### config.mk
export PLATFORM = sky130hd
export DESIGN_NAME = hazard_ctrl_flat
export DESIGN_NICKNAME = d
export VERILOG_FILES = /design/src/rtl/hazard_ctrl_if.sv /design/src/rtl/hazard_ctrl.sv /design/src/flat_wrapper.sv
export SDC_FILE = /design/constraint.sdc
export NUM_CORES = 1
export LEC_CHECK = 0
export ABC_CLOCK_PERIOD_IN_PS = 3000
export BUFFER_PORTS_ARGS = -buffer_cell sky130_fd_sc_hd__buf_2
export CORE_MARGIN = 5
export CORE_UTILIZATION = 50
export CTS_BUF_LIST = sky130_fd_sc_hd__clkbuf_4 sky130_fd_sc_hd__clkbuf_8
export DETAILED_ROUTE_END_ITERATION = 12
export PLACE_DENSITY = 0.81
export SYNTH_ARGS = -nofsm -noshare
export SYNTH_HDL_FRONTEND = slang
export SYNTH_SLANG_ARGS = --single-unit
### constraint.sdc
create_clock -name clk -period 3 [get_ports clk]
set_clock_uncertainty 0.1 [all_clocks]
set_input_delay 0.15 -clock clk [delete_from_list [all_inputs] [get_ports clk]]
set_output_delay 0.15 -clock clk [all_outputs]
set_load 0.03 [all_outputs]
### src/rtl/hazard_ctrl_if.sv
// Hazard controller pipeline-side bundle: ID/EX hazard inputs and pipeline control outputs.
interface hazard_ctrl_if;
    logic [4:0] if_id_rs;
    logic [4:0] if_id_rt;
    logic       id_uses_rt;
    logic       id_mdu_start;
    logic       id_mdu_use;
    logic       id_ex_dm_r;
    logic [4:0] id_ex_rd_addr;
    logic       ex_redirect;
    logic       pc_write;
    logic       if_id_write;
    logic       if_id_flush;
    logic       id_ex_flush;
    logic       mdu_busy;

    // Controller side
    modport slave (
        input  if_id_rs, if_id_rt, id_uses_rt, id_mdu_start, id_mdu_use,
               id_ex_dm_r, id_ex_rd_addr, ex_redirect,
        output pc_write, if_id_write, if_id_flush, id_ex_flush, mdu_busy
    );

    // Pipeline side
    modport master (
        output if_id_rs, if_id_rt, id_uses_rt, id_mdu_start, id_mdu_use,
               id_ex_dm_r, id_ex_rd_addr, ex_redirect,
        input  pc_write, if_id_write, if_id_flush, id_ex_flush, mdu_busy
    );
endinterface

### src/rtl/hazard_ctrl.sv
// Pipeline hazard / stall controller for the 5-stage MIPS core.
// Handles load-use stalls, EX redirects and MDU structural hazards.
// Optional macro HAZARD_PERF_EN adds saturating stall/flush event counters.
module hazard_ctrl #(
    parameter int unsigned MDU_LATENCY = 8
) (
    input  logic          clk,
    input  logic          reset,
    hazard_ctrl_if.slave  bus
`ifdef HAZARD_PERF_EN
    ,
    output logic [31:0]   stall_cnt,
    output logic [31:0]   flush_cnt
`endif
);

    localparam int unsigned CNT_W  = 8;
    localparam int unsigned PERF_W = 32;

    typedef enum logic [0:0] {
        RUN      = 1'b0,
        MDU_WAIT = 1'b1
    } state_t;

    state_t             r_state;
    state_t             w_state_nxt;
    logic [CNT_W-1:0]   r_cnt;
    logic [CNT_W-1:0]   w_cnt_nxt;

    logic w_lu;
    logic w_sh;
    logic w_pc_write;
    logic w_if_id_write;
    logic w_if_id_flush;
    logic w_id_ex_flush;
    logic w_mdu_busy;

    // Hazard detection terms
    always_comb begin
        w_lu = bus.id_ex_dm_r
             & (bus.id_ex_rd_addr != 5'd0)
             & ((bus.id_ex_rd_addr == bus.if_id_rs)
               | (bus.id_uses_rt & (bus.id_ex_rd_addr == bus.if_id_rt)));
        w_sh = (r_state == MDU_WAIT) & bus.id_mdu_use;
    end

    // State and MDU latency counter registers
    always_ff @(posedge clk or posedge reset) begin
        if (reset) begin
            r_state <= RUN;
            r_cnt   <= '0;
        end else begin
            r_state <= w_state_nxt;
            r_cnt   <= w_cnt_nxt;
        end
    end

    // Next-state and pipeline control decode
    always_comb begin
        w_state_nxt   = r_state;
        w_cnt_nxt     = r_cnt;
        w_pc_write    = 1'b1;
        w_if_id_write = 1'b1;
        w_if_id_flush = 1'b0;
        w_id_ex_flush = 1'b0;
        w_mdu_busy    = (r_state == MDU_WAIT);

        if (bus.ex_redirect) begin
            // squash the ID instruction; any MDU start in ID dies with it
            w_if_id_flush = 1'b1;
            w_id_ex_flush = 1'b1;
        end else if (w_lu | w_sh) begin
            // hold PC and IF/ID, bubble into ID/EX
            w_pc_write    = 1'b0;
            w_if_id_write = 1'b0;
            w_id_ex_flush = 1'b1;
        end

        case (r_state)
            RUN: begin
                if (bus.id_mdu_start && !bus.ex_redirect && !w_lu) begin
                    w_state_nxt = MDU_WAIT;
                    w_cnt_nxt   = CNT_W'(MDU_LATENCY - 1);
                end
            end
            MDU_WAIT: begin
                // a redirect does not abort the in-flight operation
                if (r_cnt == '0) begin
                    w_state_nxt = RUN;
                end else begin
                    w_cnt_nxt = r_cnt - CNT_W'(1);
                end
            end
            default: begin
                w_state_nxt = RUN;
                w_cnt_nxt   = '0;
            end
        endcase

        if (reset) begin
            w_pc_write    = 1'b1;
            w_if_id_write = 1'b1;
            w_if_id_flush = 1'b0;
            w_id_ex_flush = 1'b0;
            w_mdu_busy    = 1'b0;
        end
    end

    // Drive the pipeline controls
    always_comb begin
        bus.pc_write    = w_pc_write;
        bus.if_id_write = w_if_id_write;
        bus.if_id_flush = w_if_id_flush;
        bus.id_ex_flush = w_id_ex_flush;
        bus.mdu_busy    = w_mdu_busy;
    end

`ifdef HAZARD_PERF_EN
    logic [PERF_W-1:0] r_stall_cnt;
    logic [PERF_W-1:0] r_flush_cnt;

    // Saturating stall-cycle and redirect counters
    always_ff @(posedge clk or posedge reset) begin
        if (reset) begin
            r_stall_cnt <= '0;
            r_flush_cnt <= '0;
        end else begin
            if (!w_pc_write && (r_stall_cnt != '1)) begin
                r_stall_cnt <= r_stall_cnt + PERF_W'(1);
            end
            if (bus.ex_redirect && (r_flush_cnt != '1)) begin
                r_flush_cnt <= r_flush_cnt + PERF_W'(1);
            end
        end
    end

    assign stall_cnt = r_stall_cnt;
    assign flush_cnt = r_flush_cnt;
`endif

endmodule

### src/flat_wrapper.sv
// flat-port wrapper written by rule: the top's interface ports become plain ports
module hazard_ctrl_flat 
#(
    parameter int unsigned MDU_LATENCY = 8
)
  (clk, reset, bus_if_id_rs, bus_if_id_rt, bus_id_uses_rt, bus_id_mdu_start, bus_id_mdu_use, bus_id_ex_dm_r, bus_id_ex_rd_addr, bus_ex_redirect, bus_pc_write, bus_if_id_write, bus_if_id_flush, bus_id_ex_flush, bus_mdu_busy);
  hazard_ctrl_if bus_i ();
  input  logic clk;
  input  logic reset;
  input wire logic [$bits(bus_i.if_id_rs)-1:0] bus_if_id_rs;
  input wire logic [$bits(bus_i.if_id_rt)-1:0] bus_if_id_rt;
  input wire logic [$bits(bus_i.id_uses_rt)-1:0] bus_id_uses_rt;
  input wire logic [$bits(bus_i.id_mdu_start)-1:0] bus_id_mdu_start;
  input wire logic [$bits(bus_i.id_mdu_use)-1:0] bus_id_mdu_use;
  input wire logic [$bits(bus_i.id_ex_dm_r)-1:0] bus_id_ex_dm_r;
  input wire logic [$bits(bus_i.id_ex_rd_addr)-1:0] bus_id_ex_rd_addr;
  input wire logic [$bits(bus_i.ex_redirect)-1:0] bus_ex_redirect;
  output wire logic [$bits(bus_i.pc_write)-1:0] bus_pc_write;
  output wire logic [$bits(bus_i.if_id_write)-1:0] bus_if_id_write;
  output wire logic [$bits(bus_i.if_id_flush)-1:0] bus_if_id_flush;
  output wire logic [$bits(bus_i.id_ex_flush)-1:0] bus_id_ex_flush;
  output wire logic [$bits(bus_i.mdu_busy)-1:0] bus_mdu_busy;
  assign bus_i.if_id_rs = bus_if_id_rs;
  assign bus_i.if_id_rt = bus_if_id_rt;
  assign bus_i.id_uses_rt = bus_id_uses_rt;
  assign bus_i.id_mdu_start = bus_id_mdu_start;
  assign bus_i.id_mdu_use = bus_id_mdu_use;
  assign bus_i.id_ex_dm_r = bus_id_ex_dm_r;
  assign bus_i.id_ex_rd_addr = bus_id_ex_rd_addr;
  assign bus_i.ex_redirect = bus_ex_redirect;
  assign bus_pc_write = bus_i.pc_write;
  assign bus_if_id_write = bus_i.if_id_write;
  assign bus_if_id_flush = bus_i.if_id_flush;
  assign bus_id_ex_flush = bus_i.id_ex_flush;
  assign bus_mdu_busy = bus_i.mdu_busy;
  hazard_ctrl #(.MDU_LATENCY(MDU_LATENCY)) u_core (.clk(clk), .reset(reset), .bus(bus_i));
endmodule
==> key figures, run 1 <==
Floorplanning
  – Chip height: 47.9 µm
  – Horiz. Die Dim: 47.9 µm
  – Initial Util: between 50% and 60%
  – Core area: 1330 µm²
  – Die ar.: 2290 µm²
  – I/O Pins: 27
  – Num rows: 13

Drt
  – DR DRC count: 0
  – Starting DRT DRC Count: 14
  – Post-DRT Antenna Nets: 0
  – WL/cell: 13.1 µm
  – Detail-routed via count per cell: 5.54
  – Via count: 709
  – TritonRoute pass-1 iters: 4
  – Routed WL: 1.67 mm

Pwr
  – Combinational cell fraction of total power: 47.4%
  – Internal: 394 µW
  – Peak supply drop: ~0.52 mV
  – P_sw: around 270 µW
  – Clock network power share: between 10% and 20%
  – Seq pwr share: 37.0%
  – Leak pwr: 0.000403 µW
  – Switch share: 40.8%
  – Pwr dens: around 750 nW/µm²

Yosys
  – Gate count after technology mapping: 85
  – Cell taking the most area after synthesis: dfrtp_1
  – Mapped cell area: 718 µm²
  – Largest cells by area after synthesis: dfrtp_1, xnor2_1, nand3_1
  – YS warnings: 0
  – Post-synth net total: 109
  – Top cell type's share of synthesized area: about a third
  – Post-synthesis sequential area ratio: 31.4%
  – Yosys reg bits: 9
  – Avg Cell Area, Syn: approximately 8.4 µm²
  – Netlist cell types: 31

Critical path
  – Startpoint Class: register
  – Worst Path Required: between 3000 and 4000 ps
  – Arr. time, crit path: ~2300 ps
  – CP endpoint kind: register
  – Worst Setup SP: u_core.r_cnt[0]
  – Critical R2R Launch: u_core.r_cnt[0]
  – Crit path max fanout: 8
  – Worst Reg2Reg Path Length in Cells: 7
  – WS Path Type: register to register

Clock tree
  – Root Driver: clkbuf_4
  – Post-CTS Resized: 0
  – CTS tree: built
  – Longest Clk Path Bufs: 2
  – Clk sinks: 9
  – H-Tree Depth: 1
  – Clock Latency Late Sink: 270 ps
  – Post-CTS Setup Inserts: 0
  – CTS clock-pin slew for the worst setup and hold paths: around 60 ps
  – Number of buffers created by CTS: 3

Cells and area
  – Commonest cells after routing, fill and taps aside: buf_2, xnor2_1, dfrtp_1
  – FF/Latch Area: 225 µm²
  – Area of the multi-input gates: 459 µm²
  – Layout cell share with drive strength beyond 1: 30.1%
  – Final net count: between 100 and 150
  – Fill cells: roughly 120
  – Ant. Diodes: 0
  – Finished Layout Cells: 128
  – Final Util: 66.9%
  – Most common cell after layout, fill and taps aside: buf_2
  – Area growth from synthesis to layout: 24.2%

Global routing
  – First-pass GRT wire length: 2.86 mm
  – GRT Overall Usage: 17.5%
  – Largest net degree at the start of global routing: 12
  – Initial antenna violation count: 0
  – Vias in the first global route: 678
  – Gr ovfl total: 0

STA
  – Rel. slew slack: 56.4%
  – Worst-Margin Slew: 645 ps
  – Highest Clock Rate: between 400 and 500 MHz
  – Slew Viols, Final: 0
  – Final setup vio count: 0
  – Post-route minimum period: around 2200 ps
  – Final Hold Slack: 176 ps
  – Setup tns final: 0 ps
  – RSZ-0062 raised after global routing: no
  – Fin crit share: 73.1%
  – Final hold violation count: 0

Placed design
  – DP Wirelength: 1.35 mm
  – GP Congestion: 0.806
  – Placed instance count: 123
  – Number of port buffers: 26

Min path
  – Hold Crit Depth: 4
  – Hold/Removal Path Class: primary input to register
  – Worst Hold Launch: bus_id_mdu_start

Outcome
  – Outcome: complete, no violations

Run
  – Maxcap violations: 0
## cell type report
class	instances	share of cell area [%]
clock buffers	4	3.37
inverters	5	2.10
multi-input cells	68	51.5
flip-flops and latches	9	25.2
well taps	15	2.10
repair buffers	27	15.7
## sequential cells by signal (all words and copies together), names as in the netlist
register,cells
u_core.r_cnt,8
u_core.r_state,1
## critical path, stage by stage, from the launching register on
cell and delay, ps:
dfrtp_1 370, inv_1 130, ha_1 190, or4b_4 480
o41a_4 410, and3_1 180, a31oi_1 140, nand3_1 90
## logic make-up (layout without fill, tap and decap cells)
family / after synthesis / in the layout / share of synthesized area [%]
XOR/XNOR: 11 / 11 / 13.4
flip-flops: 9 / 9 / 31.4
AO/OA/AOI/OAI: 18 / 18 / 19.2
AND/OR/NAND/NOR: 37 / 37 / 27.9
adder cells (fa/ha/maj): 2 / 2 / 3.48
buffers and inverters: 8 / 36 / 4.70
## worst paths after layout
check / to / slack [ps]
setup / recovery: u_core.r_cnt[3] / 810
hold / removal: u_core.r_cnt[3] / 180
setup reg to reg: u_core.r_cnt[3] / 810
hold reg to reg: u_core.r_cnt[1] / 440
max in group asynchronous: u_core.r_cnt[1] / 2210
min in group asynchronous: u_core.r_cnt[7] / 330
## through the flow
| stage | cell area, µm² | total power, µW | setup WS (ps) |
|---|---|---|---|
| floorplan | 718 | 484 | 916 |
| global placement | 852 | 544 | 882 |
| detailed placement | 852 | 560 | 805 |
| CTS | 892 | 668 | 801 |
| global route | 892 | 722 | 542 |
| finish | 892 | 665 | 806 |
## per-layer routing
| layer | GRT usage (%) | wire (µm) | vias up |
|---|---|---|---|
| met2 | 28.5 | 828 | 15 |
| li1 | - | - | 362 |
| met5 | 0 | 0 | - |
| met1 | 22.4 | 750 | 328 |
| met4 | 4.30 | 13 | 0 |
| met3 | 5.64 | 81 | 4 |
## power by group through the flow
stage	registers (µW)	logic (µW)	clock network, µW
6_report	246	315	104
3_3_place_gp	242	302	0
5_1_grt	254	355	113
2_1_floorplan	210	274	0
3_5_place_dp	245	315	0
4_1_cts	244	318	107
## synthesized netlist by cell type (all sizes together)
master	instances
a31o	1
nor2	4
xnor2	11
a21oi	3
and3	2
o41ai	1
o31ai	1
or2	1
a31oi	3
nand4	1
or4	1
clkbuf	2
nor2b	2
ha	2
inv	5
o21ai	2
o31a	2
nor3b	1
buf	1
and2	1
o311ai	1
o22ai	2
nor3	4
dfrtp	9
a211o	1
nand2	7
or4b	1
nand2b	3
nand3	7
o41a	1
or3	2
## what timing repair did
item                                    4_1_cts  5_1_grt
hold buffers                                  1        0
endpoints found under the setup margin        0        0
hold endpoints to repair                      9        0
No activity file was read; power rests on OpenSTA's default activity.
==> inputs of run 2 (changes only) <==
- ABC_AREA: default -> 1
- ABC_CLOCK_PERIOD_IN_PS: 3000 -> 2200
- CORE_UTILIZATION: 50 -> 51
- clock period: 3 -> 2.2 ns (I/O delays scaled with it)
==> run 2 against run 1 <==
  * Register-to-register slack got worse by 110 ps
  * Global-route usage is 2.7 points lower
  * Synthesized area grew 13%
  * Critical endpoint is now bus_if_id_write
==> key figures, run 2 <==
Run
  – Maxcap violations: 0

STA
  – Rel. slew slack: roughly three quarters
  – Setup tns final: 0 ps
  – Worst-Margin Slew: 364 ps
  – Slew Viols, Final: 0
  – Final setup vio count: 0
  – Post-route minimum period: 1620 ps
  – Highest Clock Rate: 618 MHz
  – Final hold violation count: 0
  – Final Hold Slack: ~150 ps
  – RSZ-0062 raised after global routing: no
  – Fin crit share: 73.5%

Placed design
  – GP Congestion: 0.831
  – DP Wirelength: 1.36 mm
  – Cell area after placement: 943 µm²
  – Placed instance count: 169
  – Number of port buffers: 26

Critical path
  – CP endpoint kind: primary output
  – Arr. time, crit path: 1410 ps
  – Worst Setup SP: reset
  – Startpoint Class: primary input
  – WS Path Type: primary input to primary output
  – Critical R2R Launch: u_core.r_cnt[0]
  – Worst path slowest cell: dlygate4sd3_1
  – Critical-path cell list: dlygate4sd3_1, buf_2, inv_1, nand3_1, buf_2
  – Crit path max fanout: 10
  – Most Frequent Cell on Critical Path: buf_2
  – Worst Path Required: just under 2000 ps
  – Max stage delay on crit path: 540 ps

Cells and area
  – Commonest cells after routing, fill and taps aside: nand2_1, buf_2, inv_1
  – Final net count: 183
  – Largest registers: u_core.r_cnt x8, u_core.r_state x1
  – Most common cell after layout, fill and taps aside: nand2_1
  – FF/Latch Area: 225 µm²
  – Area of the multi-input gates: 489 µm²
  – Max reg flops: 8
  – Finished Layout Cells: roughly 170
  – Top reg by flops: u_core.r_cnt
  – Layout cell share with drive strength beyond 1: approximately 26%
  – Ant. Diodes: 0
  – Area growth from synthesis to layout: 21.7%
  – Fill cells: 136
  – Finished Cell Area: around 1000 µm²

Yosys
  – Mapped cell area: 808 µm²
  – Count leader, synth: nand2_1
  – YS warnings: 0
  – Post-synth net total: 153
  – Gate count after technology mapping: 129
  – Synth cell count leaders: nand2_1, inv_1, nand3_1
  – Netlist cell types: 22
  – Share of flip-flops with an asynchronous set or reset: 100%
  – Avg Cell Area, Syn: 6.27 µm²
  – Number of synthesized flops with an enable pin: 0
  – Post-synthesis sequential area ratio: 27.9%
  – Top cell type's share of synthesized area: 27.9%
  – Largest cells by area after synthesis: dfrtp_1, nand2_1, inv_1
  – Yosys reg bits: 9
  – Cell taking the most area after synthesis: dfrtp_1
  – Main flop type after synthesis: dfrtp_1

Pwr
  – Pwr dens: roughly 390 nW/µm²
  – Peak supply drop: between 0.2 and 0.25 mV
  – Leak pwr: just under 0.0006 µW

Floorplanning
  – Die ar.: 2480 µm²
  – Horiz. Die Dim: 49.8 µm
  – Initial Util: 53.7%
  – Chip height: 49.8 µm
  – I/O Pins: 27
  – Num rows: 14
  – Core area: 1510 µm²

Clock tree
  – Clk sinks: 9
  – Number of buffers created by CTS: 3
  – Clock Latency Late Sink: about 260 ps
  – CTS clock-pin slew for the worst setup and hold paths: 60 ps
  – CTS tree: built
  – H-Tree Depth: 1
  – Longest Clk Path Bufs: 2
  – Root Driver: clkbuf_4

Drt
  – Detail-routed via count per cell: 4.82
  – DR DRC count: 0
  – TritonRoute pass-1 iters: 4
  – Routed WL: 1.72 mm
  – WL/cell: 9.91 µm
  – Post-DRT Antenna Nets: 0
  – Via count: 839
  – Starting DRT DRC Count: 19

Min path
  – Hold/Removal Path Class: primary input to register
  – Worst Hold Launch: bus_ex_redirect

Global routing
  – Initial antenna violation count: 0
  – GRT Overall Usage: about 15%
  – Largest net degree at the start of global routing: 11
  – Vias in the first global route: about 760
  – First-pass GRT wire length: 3.01 mm
  – Gr ovfl total: 0

Outcome
  – Outcome: complete, no violations
==> run 2: area by class of cell <==
type / instances / share of cell area, %
Inverter: 21 / 8.02
Sequential cell: 9 / 22.9
Multi-Input combinational cell: 97 / 49.7
Tap cell: 16 / 2.04
Clock buffer: 4 / 3.05
Timing Repair Buffer: 27 / 14.2
==> run 2: power breakdown <==
group | internal [µW] | switching, µW
sequential | 166 | 0
clock | 82.3 | 58.3
combinational | 31.8 | 45.4
==> run 2: cells by family after synthesis <==
logic type | after synthesis | share of synthesized area (%)
adder cells (fa/ha/maj) | 2 | 3.10
buffers and inverters | 23 | 11.6
AO/OA/AOI/OAI | 6 | 5.26
XOR/XNOR | 5 | 5.42
flip-flops | 9 | 27.9
AND/OR/NAND/NOR | 84 | 46.8
==> run 2: path summary, 6_finish.rpt <==
path | endpoint | slack [ps] | cells past startpoint
max in group asynchronous | u_core.r_cnt[0] | 1440 | 3
worst max register to register | u_core.r_cnt[6] | 700 | 7
worst min-delay path | u_core.r_state | 150 | 4
worst min register to register | u_core.r_cnt[7] | 460 | 2
worst max-delay path | bus_if_id_write | 580 | 5
min in group asynchronous | u_core.r_cnt[5] | 300 | 3
==> run 2: per-stage QoR <==
| stage | total power (µW) | worst slack, ps | util, % |
|---|---|---|---|
| CTS | 386 | 574 | 65.3 |
| global route | 406 | 463 | 65.3 |
| detailed placement | 245 | 706 | 62.6 |
| finish | 383 | 583 | 65.3 |
| global placement | 243 | 766 | 62.6 |
| floorplan | 213 | 822 | - |
==> run 2: what timing repair did <==
item                                   CTS  global route
setup buffers                            0             0
gates resized for setup                  0             0
endpoints found under the hold margin    9             0
hold buffers                             1             0
==> run 2: layer usage <==
metal	vias to the layer above	GRT usage (%)	part of all wire [%]
li1	454	-	-
met2	27	23.5	46
met5	-	0	0
met3	2	6.02	9.2
met4	0	2.62	0.35
met1	356	19.1	45
==> run 2: worst max-delay path, delay by kind of cell <==
kind,cells,cell delay [ps]
simple gates,1,140
buf+inv,4,1160
